`src/rtl/dadda_mult_pipe.sv`:
```
// Pipelined WIDTH x WIDTH Dadda multiplier with per-operation signed (Baugh-Wooley) mode.
// Stages: operand capture -> partial products + Dadda reduction to two rows -> final add.
module dadda_mult_pipe #(
  parameter int WIDTH = 8
) (
  input  logic               clk,
  input  logic               rst_n,
  input  logic               in_valid,
  output logic               in_ready,
  input  logic [WIDTH-1:0]   a,
  input  logic [WIDTH-1:0]   b,
  input  logic               signed_mode,
  output logic               out_valid,
  input  logic               out_ready,
  output logic [2*WIDTH-1:0] product,
  output logic               busy
);

  localparam int P    = 2 * WIDTH;
  localparam int MAXH = WIDTH + 1;

  // Valid/ready: a transfer happens on a rising edge where valid and ready are both high.
  // Each stage may load whenever it is empty or its downstream stage is loading, so
  // bubbles collapse and in_ready never depends on a, b or in_valid.
  logic en1, en2, en3;
  logic v1, v2, v3;

  logic [WIDTH-1:0] s1_a, s1_b;
  logic             s1_signed;
  logic [P-1:0]     row0, row1;
  logic [P-1:0]     s2_row0, s2_row1;

  function automatic int dadda_d(input int k);
    case (k)
      0:       dadda_d = 2;
      1:       dadda_d = 3;
      2:       dadda_d = 4;
      3:       dadda_d = 6;
      4:       dadda_d = 9;
      5:       dadda_d = 13;
      6:       dadda_d = 19;
      7:       dadda_d = 28;
      default: dadda_d = 42;
    endcase
  endfunction

  assign en3       = !v3 || out_ready;
  assign en2       = !v2 || en3;
  assign en1       = !v1 || en2;
  assign in_ready  = en1;
  assign out_valid = v3;
  assign busy      = v1 || v2 || v3;

  always_ff @(posedge clk or negedge rst_n) begin
    if (!rst_n) begin
      v1        <= 1'b0;
      s1_a      <= '0;
      s1_b      <= '0;
      s1_signed <= 1'b0;
    end else if (en1) begin
      v1 <= in_valid;
      if (in_valid) begin
        s1_a      <= a;
        s1_b      <= b;
        s1_signed <= signed_mode;
      end
    end
  end

  // Column heights are data-independent, so every loop below folds to fixed adder wiring.
  always_comb begin : reduce
    logic col [P][MAXH];
    logic nxt [P][MAXH];
    int   cnt [P];
    int   ncnt [P];
    int   idx;
    int   h;
    int   d;
    logic x, y, z;

    idx = 0;
    h   = 0;
    d   = 0;
    x   = 1'b0;
    y   = 1'b0;
    z   = 1'b0;
    for (int c = 0; c < P; c++) begin
      cnt[c]  = 0;
      ncnt[c] = 0;
      for (int k = 0; k < MAXH; k++) begin
        col[c][k] = 1'b0;
        nxt[c][k] = 1'b0;
      end
    end

    for (int i = 0; i < WIDTH; i++) begin
      for (int j = 0; j < WIDTH; j++) begin
        col[i+j][cnt[i+j]] = (s1_a[i] & s1_b[j]) ^
                             (s1_signed & ((i == WIDTH-1) != (j == WIDTH-1)));
        cnt[i+j] = cnt[i+j] + 1;
      end
    end
    // Baugh-Wooley correction constants; a zero bit in unsigned mode keeps heights fixed.
    col[WIDTH][cnt[WIDTH]] = s1_signed;
    cnt[WIDTH] = cnt[WIDTH] + 1;
    col[P-1][cnt[P-1]] = s1_signed;
    cnt[P-1] = cnt[P-1] + 1;

    for (int st = 8; st >= 0; st--) begin
      d = dadda_d(st);
      if (d < WIDTH) begin
        for (int c = 0; c < P; c++) begin
          ncnt[c] = 0;
          for (int k = 0; k < MAXH; k++) nxt[c][k] = 1'b0;
        end
        for (int c = 0; c < P; c++) begin
          idx = 0;
          for (int k = 0; k < MAXH; k++) begin
            h = (cnt[c] - idx) + ncnt[c];
            if (h > d && (cnt[c] - idx) >= 2) begin
              x = col[c][idx];
              y = col[c][idx+1];
              if (h == d + 1 || (cnt[c] - idx) < 3) begin
                nxt[c][ncnt[c]] = x ^ y;
                ncnt[c] = ncnt[c] + 1;
                if (c + 1 < P) begin
                  nxt[c+1][ncnt[c+1]] = x & y;
                  ncnt[c+1] = ncnt[c+1] + 1;
                end
                idx = idx + 2;
              end else begin
                z = col[c][idx+2];
                nxt[c][ncnt[c]] = x ^ y ^ z;
                ncnt[c] = ncnt[c] + 1;
                if (c + 1 < P) begin
                  nxt[c+1][ncnt[c+1]] = (x & y) | (x & z) | (y & z);
                  ncnt[c+1] = ncnt[c+1] + 1;
                end
                idx = idx + 3;
              end
            end
          end
          for (int k = 0; k < MAXH; k++) begin
            if (k >= idx && k < cnt[c]) begin
              nxt[c][ncnt[c]] = col[c][k];
              ncnt[c] = ncnt[c] + 1;
            end
          end
        end
        col = nxt;
        cnt = ncnt;
      end
    end

    row0 = '0;
    row1 = '0;
    for (int c = 0; c < P; c++) begin
      row0[c] = col[c][0];
      row1[c] = col[c][1];
    end
  end

  always_ff @(posedge clk or negedge rst_n) begin
    if (!rst_n) begin
      v2      <= 1'b0;
      s2_row0 <= '0;
      s2_row1 <= '0;
    end else if (en2) begin
      v2 <= v1;
      if (v1) begin
        s2_row0 <= row0;
        s2_row1 <= row1;
      end
    end
  end

  always_ff @(posedge clk or negedge rst_n) begin
    if (!rst_n) begin
      v3      <= 1'b0;
      product <= '0;
    end else if (en3) begin
      v3 <= v2;
      if (v2) product <= s2_row0 + s2_row1;
    end
  end

endmodule
```
`config.mk`:
```
export PLATFORM = sky130hd
export DESIGN_NAME = dadda_mult_pipe
export DESIGN_NICKNAME = d
export VERILOG_FILES = /design/src/rtl/dadda_mult_pipe.sv
export SDC_FILE = /design/constraint.sdc
export NUM_CORES = 1
export LEC_CHECK = 0
export ABC_CLOCK_PERIOD_IN_PS = 6300
export BUFFER_PORTS_ARGS = -buffer_cell sky130_fd_sc_hd__clkbuf_2
export CORE_ASPECT_RATIO = 1.25
export CORE_MARGIN = 10
export CORE_UTILIZATION = 61
export DETAILED_ROUTE_END_ITERATION = 6
export PLACE_DENSITY = 0.91
export SYNTH_ARGS = -nofsm -noshare
export SYNTH_HDL_FRONTEND = slang
export SYNTH_SLANG_ARGS = --single-unit --ignore-timing --ignore-initial --compat-mode --unroll-limit 50000
export TNS_END_PERCENT = 100
```
`constraint.sdc`:
```
create_clock -name clk -period 6.3 [get_ports clk]
set_clock_uncertainty 0.2 [all_clocks]
set_input_delay 1.26 -clock clk [delete_from_list [all_inputs] [get_ports clk]]
set_output_delay 1.26 -clock clk [all_outputs]
set_load 0.01 [all_outputs]
```
======== After elaboration in Yosys (flattened, before gate mapping) ========
Cells that the tools add are included.
word-level totals
  register bits ........................... 66
  input bits .............................. 21
  output and inout port bits .............. 19
cells by class
  add/sub/neg operators ................... 1
  bitwise logic cells ..................... 342
  reduce and logical (&&, ||, !) cells .... 11
operator list
  operator                                   number
  1-bit bitwise AND                          178
  1-bit XOR                                  92
  1-bit bitwise OR                           72
  16-bit by 15-bit adder with 16-bit output  1
  2-bit AND reduction                        3
  1-bit logical OR                           5
  1-bit zero test                            3

======== Longest topological paths before layout ========
Gate-level depths: netlist (run 1).
  depth after elaboration ................. 14
  gate-level depth with buffers ........... 10
  mapped depth without buffers ............ 9

======== Worst setup path after synthesis (run 1) ========
OpenSTA, ideal clock, no wires.
  path kind ............................... flip-flop to flip-flop
  start ................................... register s1_signed
  end ..................................... register s2_row1[7]
  setup time .............................. 0.125 ns
  data arrival time ....................... 3.225 ns
  setup slack ............................. 2.751 ns
  stages on the path, launching flop included .. 11
  period minus slack after synthesis ...... 3.549 ns
  path through ............................ dfrtp_1 > clkbuf_1 > buf_2 > xnor2_1 > fa_1 > fa_1 > inv_1 > fa_1 > inv_1 > fa_1 > mux2_2
RTL lines
  element                 RTL line  text
  start, declared         29        logic s1_signed;
  start signal, assigned  65        s1_signed <= signed_mode;
  end signal, assigned    172       s2_row1 <= row1;
  end, declared           31        logic [P-1:0] s2_row0, s2_row1;

==> results.toml, run 1 <==
[clocking]
cts_buffers = 9
clock-sinks = 66
clock-root-buffer = "clkbuf_8"
ctsHtreeMaxLevel = 3
holdBufCountCts = 0
clkSlewWorstSetupHoldPaths_ns = 0.08
cts_tree = "yes"
clk_latency_ns = 0.35
cts_setup_buffers = 0
ctsResizeCount = 0
ctsLongestPathBuffers = 2

[timing]
post-route-period-util_pct = 59.0
worstMarginPinSlew_ns = 0.925
final.setup.worst_slack_ns = 2.58
finalMaxSlewViolations = 0
setup-tns-final_ns = 0
period_needed_ns = 3.72
setup_violations = 0
finalHoldViolCount = 0
fmax_mhz = 269
worst_slew_margin_rel_pct = 38.2
rsz0062_at_grt = "no"

[yosys]
yosysTopAreaCell = "dfrtp_1"
synth_mux_area_share_pct = 11.2
syn-cell-area_sq_um = 4490
synth_top_cells_by_area = "dfrtp_1, fa_1, mux2_2"
synthDominantCellAreaShare_pct = 36.8
ys_types = 46
dominantRegCellSynth = "dfrtp_1"
synthSimpleGateAreaFrac_pct = 13.4
async_reset_ff_share_pct = 100
synth_compound_area_share_pct = 8.11
synthXorXnorAreaFrac_pct = 4.10
yosys_register_bits = 66
syn_inst = 426
yosys_warnings = 0
synthAdderAreaFrac_pct = 21.6
synth_nets = 503
avgSynthCellArea_sq_um = 10.5
synth_edf_count = 0
synth_seq_area_share_pct = 36.8
synth_top_family_by_area = "adder cells"

[drt]
wl_per_cell_um = 16.7
wirelength_mm = 9.27
drt_first_pass_iters = 4
via_per_inst = 5.75
drc_errors = 0
vias = 3193
drtIter0Drc = 133
ant_nets = 0

[floorplanning]
start_util_pct = 63.6
io_pins = 40
die_w_um = 96.7
die_area_sq_um = 11200
core_area_sq_um = 7060
num_rows = 34
die-height_um = 116

[final_layout]
area_growth_pct = 11.1
drive_gt1_share_pct = 21.7
post-route-util_pct = 70.7
nets = 537
diodes = 0

[critical_path]
setup.worst_path.class = "reg2reg"
crit_top_cell = "fa_1"
worstSetupStartpointType = "flop"
worstPathMaxFanout = 16
path_buf_inv = 2
slowest_delay_ns = 0.82
end_kind = "flop"
cp_top_family = "adder cells"
cp_cell_sequence = "xnor2_1, fa_1, fa_1, inv_1, fa_1, inv_1, fa_1, mux2_2"
worstPathRequired_ns = 6.34
arrival_ns = 3.75
slowest_stage = "dfrtp_1"

[grt]
overflow = 0
grt_pass1_vias = 3499
grt_max_degree = 67
grt_pass1_wl_mm = 16.1
grt_antenna_before_repair = 0
track_usage_pct = 17.1

[run]
drv_cap = 0

[placement]
port_buffers = 39
place_ws_ns = 2.61
gp_congestion = 0.916
dp_hpwl_mm = 6.85

[power]
power.leakage_nw = 2.39
pwr_density_cell_nw_per_um2 = 480
ir_worst_vdd_mv = 0.245

[min_path]
hp-class = "reg2reg"

[status]
status = "finished, final reports clean"
-- cells by family (layout without fill, tap and decap cells) --
kind of cell,count (synthesis),after routing
flip-flops,66,66
buffers and inverters,56,95
adder cells (fa/ha/maj),56,56
AO/OA/AOI/OAI,58,58
XOR/XNOR,21,21
multiplexers,45,45
AND/OR/NAND/NOR,124,124
-- worst register-to-register path, delay by kind of cell, from the launching register on --
| family | cells | cell delay [ns] |
|---|---|---|
| buffers and inverters | 2 | 0.10 |
| DFF | 1 | 0.82 |
| adders and majority gates | 4 | 2.00 |
| muxes | 1 | 0.28 |
| xor gates and xnor gates | 1 | 0.22 |
-- final timing paths --
path                             from           to  slack, ns  depth (start not counted)
max                         s1_signed   s2_row1[7]       2.58                          8
min                        product[5]   product[5]       0.28                          2
max reg2reg                 s1_signed   s2_row1[7]       2.58                          8
min reg2reg                product[5]   product[5]       0.28                          2
max in group asynchronous       rst_n  s2_row0[13]       4.48                          2
min in group asynchronous       rst_n      s1_a[6]       0.89                          2
-- state kept, by name (all words and copies together) (netlist names) --
| name | count |
|---|---|
| s1_a | 8 |
| s1_signed | 1 |
| s2_row0 | 16 |
| v1 | 1 |
| out_valid | 1 |
| v2 | 1 |
| s2_row1 | 14 |
| product | 16 |
| s1_b | 8 |
-- per-stage QoR --
step                      instance area [sq um]  cells  hold slack (ns)  power (mW)
final                                      4990    555            0.280        2.39
after floorplan                            4490    426            0.246        1.59
after detailed placement                   4740    539            0.271        1.92
after CTS                                  4990    555            0.290        2.40
after global placement                     4740    539            0.262        1.81
after global routing                       4990    555            0.315        2.59
-- cell usage after synthesis (2+ instances only) --
master / n
a211oi_1: 2
a21o_1: 3
a21oi_1: 11
a31oi_1: 2
and2_1: 27
and3_1: 3
buf_2: 4
clkbuf_1: 14
dfrtp_1: 66
fa_1: 36
ha_1: 20
inv_1: 38
mux2_2: 42
mux2i_1: 3
nand2_1: 67
nand2b_1: 7
nand3_1: 3
nor2_1: 5
nor2b_1: 3
nor3_1: 2
o21ai_0: 22
o31ai_1: 3
xnor2_1: 12
xor2_1: 9
-- power breakdown --
part | switching [mW] | internal (mW)
Clock | 0.182 | 0.267
Sequential | 0.124 | 0.575
Combinational | 0.671 | 0.573
-- placed cells by master, fill, tap and decap left out, types with 3 or more instances in the layout --
cell	instances
ha_1	20
inv_1	38
o31ai_1	3
nand2_1	67
mux2_2	42
clkbuf_2	39
nand2b_1	7
mux2i_1	3
and2_1	27
a21oi_1	11
a21o_1	3
nand3_1	3
o21ai_0	22
clkbuf_8	9
and3_1	3
dfrtp_1	66
bufinv_16	3
xor2_1	9
nor2b_1	3
fa_1	36
xnor2_1	12
nor2_1	5
-- metal layers --
metal  vias to the layer above  track usage [%]  wire (um)
met5                         -                0          0
met4                         0             8.08        202
met3                        20             3.93        442
met2                        95             30.9       4900
met1                      1610             18.7       3720
li1                       1468                -          -
-- cell type report --
| class | count | area, sq um |
|---|---|---|
| Clock buffer | 9 | 124 |
| Clock inverter | 7 | 125 |
| Fill cell | 513 | 2070 |
| Sequential cell | 66 | 1650 |
| Tap cell | 90 | 113 |
| Multi-Input combinational cell | 304 | 2620 |
| Timing Repair Buffer | 41 | 210 |
| Inverter | 38 | 143 |
Note: power is estimated with default switching activity, not from simulation.
==> run 2: changes to the inputs <==
--- a/config.mk
+++ b/config.mk
@@ -5,13 +5,13 @@
 export SDC_FILE = /design/constraint.sdc
 export NUM_CORES = 1
 export LEC_CHECK = 0
-export ABC_CLOCK_PERIOD_IN_PS = 6300
+export ABC_CLOCK_PERIOD_IN_PS = 3700
 export BUFFER_PORTS_ARGS = -buffer_cell sky130_fd_sc_hd__clkbuf_2
 export CORE_ASPECT_RATIO = 1.25
 export CORE_MARGIN = 10
-export CORE_UTILIZATION = 61
+export CORE_UTILIZATION = 60
 export DETAILED_ROUTE_END_ITERATION = 6
-export PLACE_DENSITY = 0.91
+export PLACE_DENSITY = 0.9
 export SYNTH_ARGS = -nofsm -noshare
 export SYNTH_HDL_FRONTEND = slang
 export SYNTH_SLANG_ARGS = --single-unit --ignore-timing --ignore-initial --compat-mode --unroll-limit 50000
==> constraint.sdc (replaced) <==
create_clock -name clk -period 3.7 [get_ports clk]
set_clock_uncertainty 0.2 [all_clocks]
set_input_delay 0.74 -clock clk [delete_from_list [all_inputs] [get_ports clk]]
set_output_delay 0.74 -clock clk [all_outputs]
set_load 0.01 [all_outputs]
==> run 2 against run 1 <==
Net effect:
- critical path depth increased by 1
- routed wire length down 1.0%
- via count barely moved
- utilization shrank 1.8 points
- flip-flop and latch count stayed put
- maximum frequency up 10%
- first-iteration DRC count down 28%
- worst hold slack got worse by 0.015 ns
- combinational power increased by 69%
- total power up 68%
- non-clock buffer count grew 4
==> results.toml, run 2 (synthesis gave the netlist of run 1 again) <==
[clocking]
holdBufCountCts = 0
cts_tree = "yes"
clkSlewWorstSetupHoldPaths_ns = 0.08
ctsHtreeMaxLevel = 3
ctsResizeCount = 0
cts_setup_buffers = 0
clock-sinks = 66
clock-root-buffer = "clkbuf_8"
cts_buffers = 9
clk_latency_ns = 0.35
ctsLongestPathBuffers = 2

[power]
p_comb_share_pct = 52.2
cell_internal_pwr_mw = 2.40
switchingPower_mw = 1.63
pwr_density_cell_nw_per_um2 = 801
swShare_pct = 40.4
power.leakage_nw = 2.42
ir_worst_vdd_mv = 0.329
seqPwrFrac_pct = 29.1
pwr-share-clk_pct = 18.7

[run]
drv_cap = 0

[critical_path]
path_buf_inv = 2
end_kind = "flop"
cp_top_family = "adder cells"
worstPathRequired_ns = 3.74
crit_top_cell = "fa_1"
cp_cell_sequence = "nand2_1, xnor2_1, fa_1, inv_1, fa_1, fa_1, inv_1, fa_1, mux2_2"
reg2reg_from = "s1_a[2]"
slowest_delay_ns = 0.54
arrival_ns = 3.42
worstSetupStartpoint = "s1_a[2]"
setup.worst_path.class = "reg2reg"
slowest_stage = "fa_1"
worstSetupStartpointType = "flop"
worstPathMaxFanout = 9

[grt]
gr-max-usage-layer = "met2"
overflow = 0
grt_pass1_wl_mm = 15.9
grt_max_degree = 38
met2_usage_pct = 31.4
grt_antenna_before_repair = 0
track_usage_pct = 17.0
use_met1_pct = 17.8
met3_usage_pct = 4.79
grt_pass1_vias = 3421

[timing]
period_needed_ns = 3.38
fmax_mhz = 296
finalMaxSlewViolations = 0
worstMarginPinSlew_ns = 0.821
worst_slew_margin_rel_pct = 45.3
post-route-period-util_pct = 91.4
setup_violations = 0
finalHoldViolCount = 0
whs_ns = 0.265
setup-tns-final_ns = 0
rsz0062_at_grt = "no"

[floorplanning]
die-height_um = 117
die_area_sq_um = 11400
num_rows = 35
die_w_um = 97.4
core_area_sq_um = 7310
io_pins = 40
start_util_pct = 61.4

[final_layout]
diodes = 0
drive_gt1_share_pct = 22.4
post-route-util_pct = 68.8
final_common_cell = "nand2_1"
nets = 541
multi_input_comb_area_sq_um = 2620
stdcell_area_sq_um = 5030
largest_registers = "product: 16 flops, s2_row0: 16 flops, s2_row1: 14 flops"
nFillCells = 514
final_cell_mix = "nand2_1, dfrtp_1, mux2_2, clkbuf_2, inv_1"
area_growth_pct = 12.1
fin_cells = 561
seq_area_sq_um = 1650

[min_path]
hp-class = "in2async"

[drt]
wl_per_cell_um = 16.4
drtIter0Drc = 96
drc_errors = 0
ant_nets = 0
drt_first_pass_iters = 4
wirelength_mm = 9.17
via_per_inst = 5.69
vias = 3191

[placement]
dpl_cell_area_sq_um = 4790
place_inst = 545
port_buffers = 39
dp_hpwl_mm = 7.00
gp_congestion = 0.906

[status]
status = "finished, final reports clean"
## run 2: changes by cell type in the layout (fill, tap and decap cells not counted), sizes merged
cell and change:
buf +4, clkinv +1, inv -1
## run 2: worst register-to-register path: stages (launching register included)
cell	delay, ns
dfrtp_1	0.50
nand2_1	0.11
xnor2_1	0.16
fa_1	0.54
inv_1	0.05
fa_1	0.45
fa_1	0.49
inv_1	0.05
fa_1	0.45
mux2_2	0.27
## run 2: layout make-up
cell class / count / share of cell area, %
Clock buffer: 9 / 2.46
Timing Repair Buffer: 45 / 5.02
Tap cell: 92 / 2.29
Clock inverter: 7 / 2.49
Multi-Input combinational cell: 304 / 52.1
Inverter: 38 / 2.83
Sequential cell: 66 / 32.8
## run 2: metal layers
metal,vias to the layer above,part of all wire [%]
met5,-,0
met4,0,2.3
met3,18,5.8
met2,91,53
met1,1601,39
li1,1481,-
## run 2: path summary, 6_finish.rpt
kind | to | slack [ns] | cells past startpoint
min | out_valid | 0.27 | 1
min in group clk | product[10] | 0.28 | 2
max | s2_row1[9] | 0.32 | 9
max reg2reg | s2_row1[9] | 0.32 | 9
min reg2reg | product[10] | 0.28 | 2
max in group asynchronous | s1_a[2] | 2.37 | 2
## run 2: per-stage QoR
step	power [mW]	worst slack, ns
4_1_cts	4.06	0.301
3_3_place_gp	3.10	0.407
3_5_place_dp	3.26	0.310
5_1_grt	4.39	0.152
2_1_floorplan	2.70	0.151
6_report	4.03	0.319
## run 2: power groups by stage
stage / clock, mW / sequential [mW] / combinational, mW
finish: 0.753 / 1.17 / 2.10
global route: 0.792 / 1.21 / 2.39
CTS: 0.767 / 1.18 / 2.12
detailed placement: 0 / 1.19 / 2.08
global placement: 0 / 1.17 / 1.93
floorplan: 0 / 1.15 / 1.56
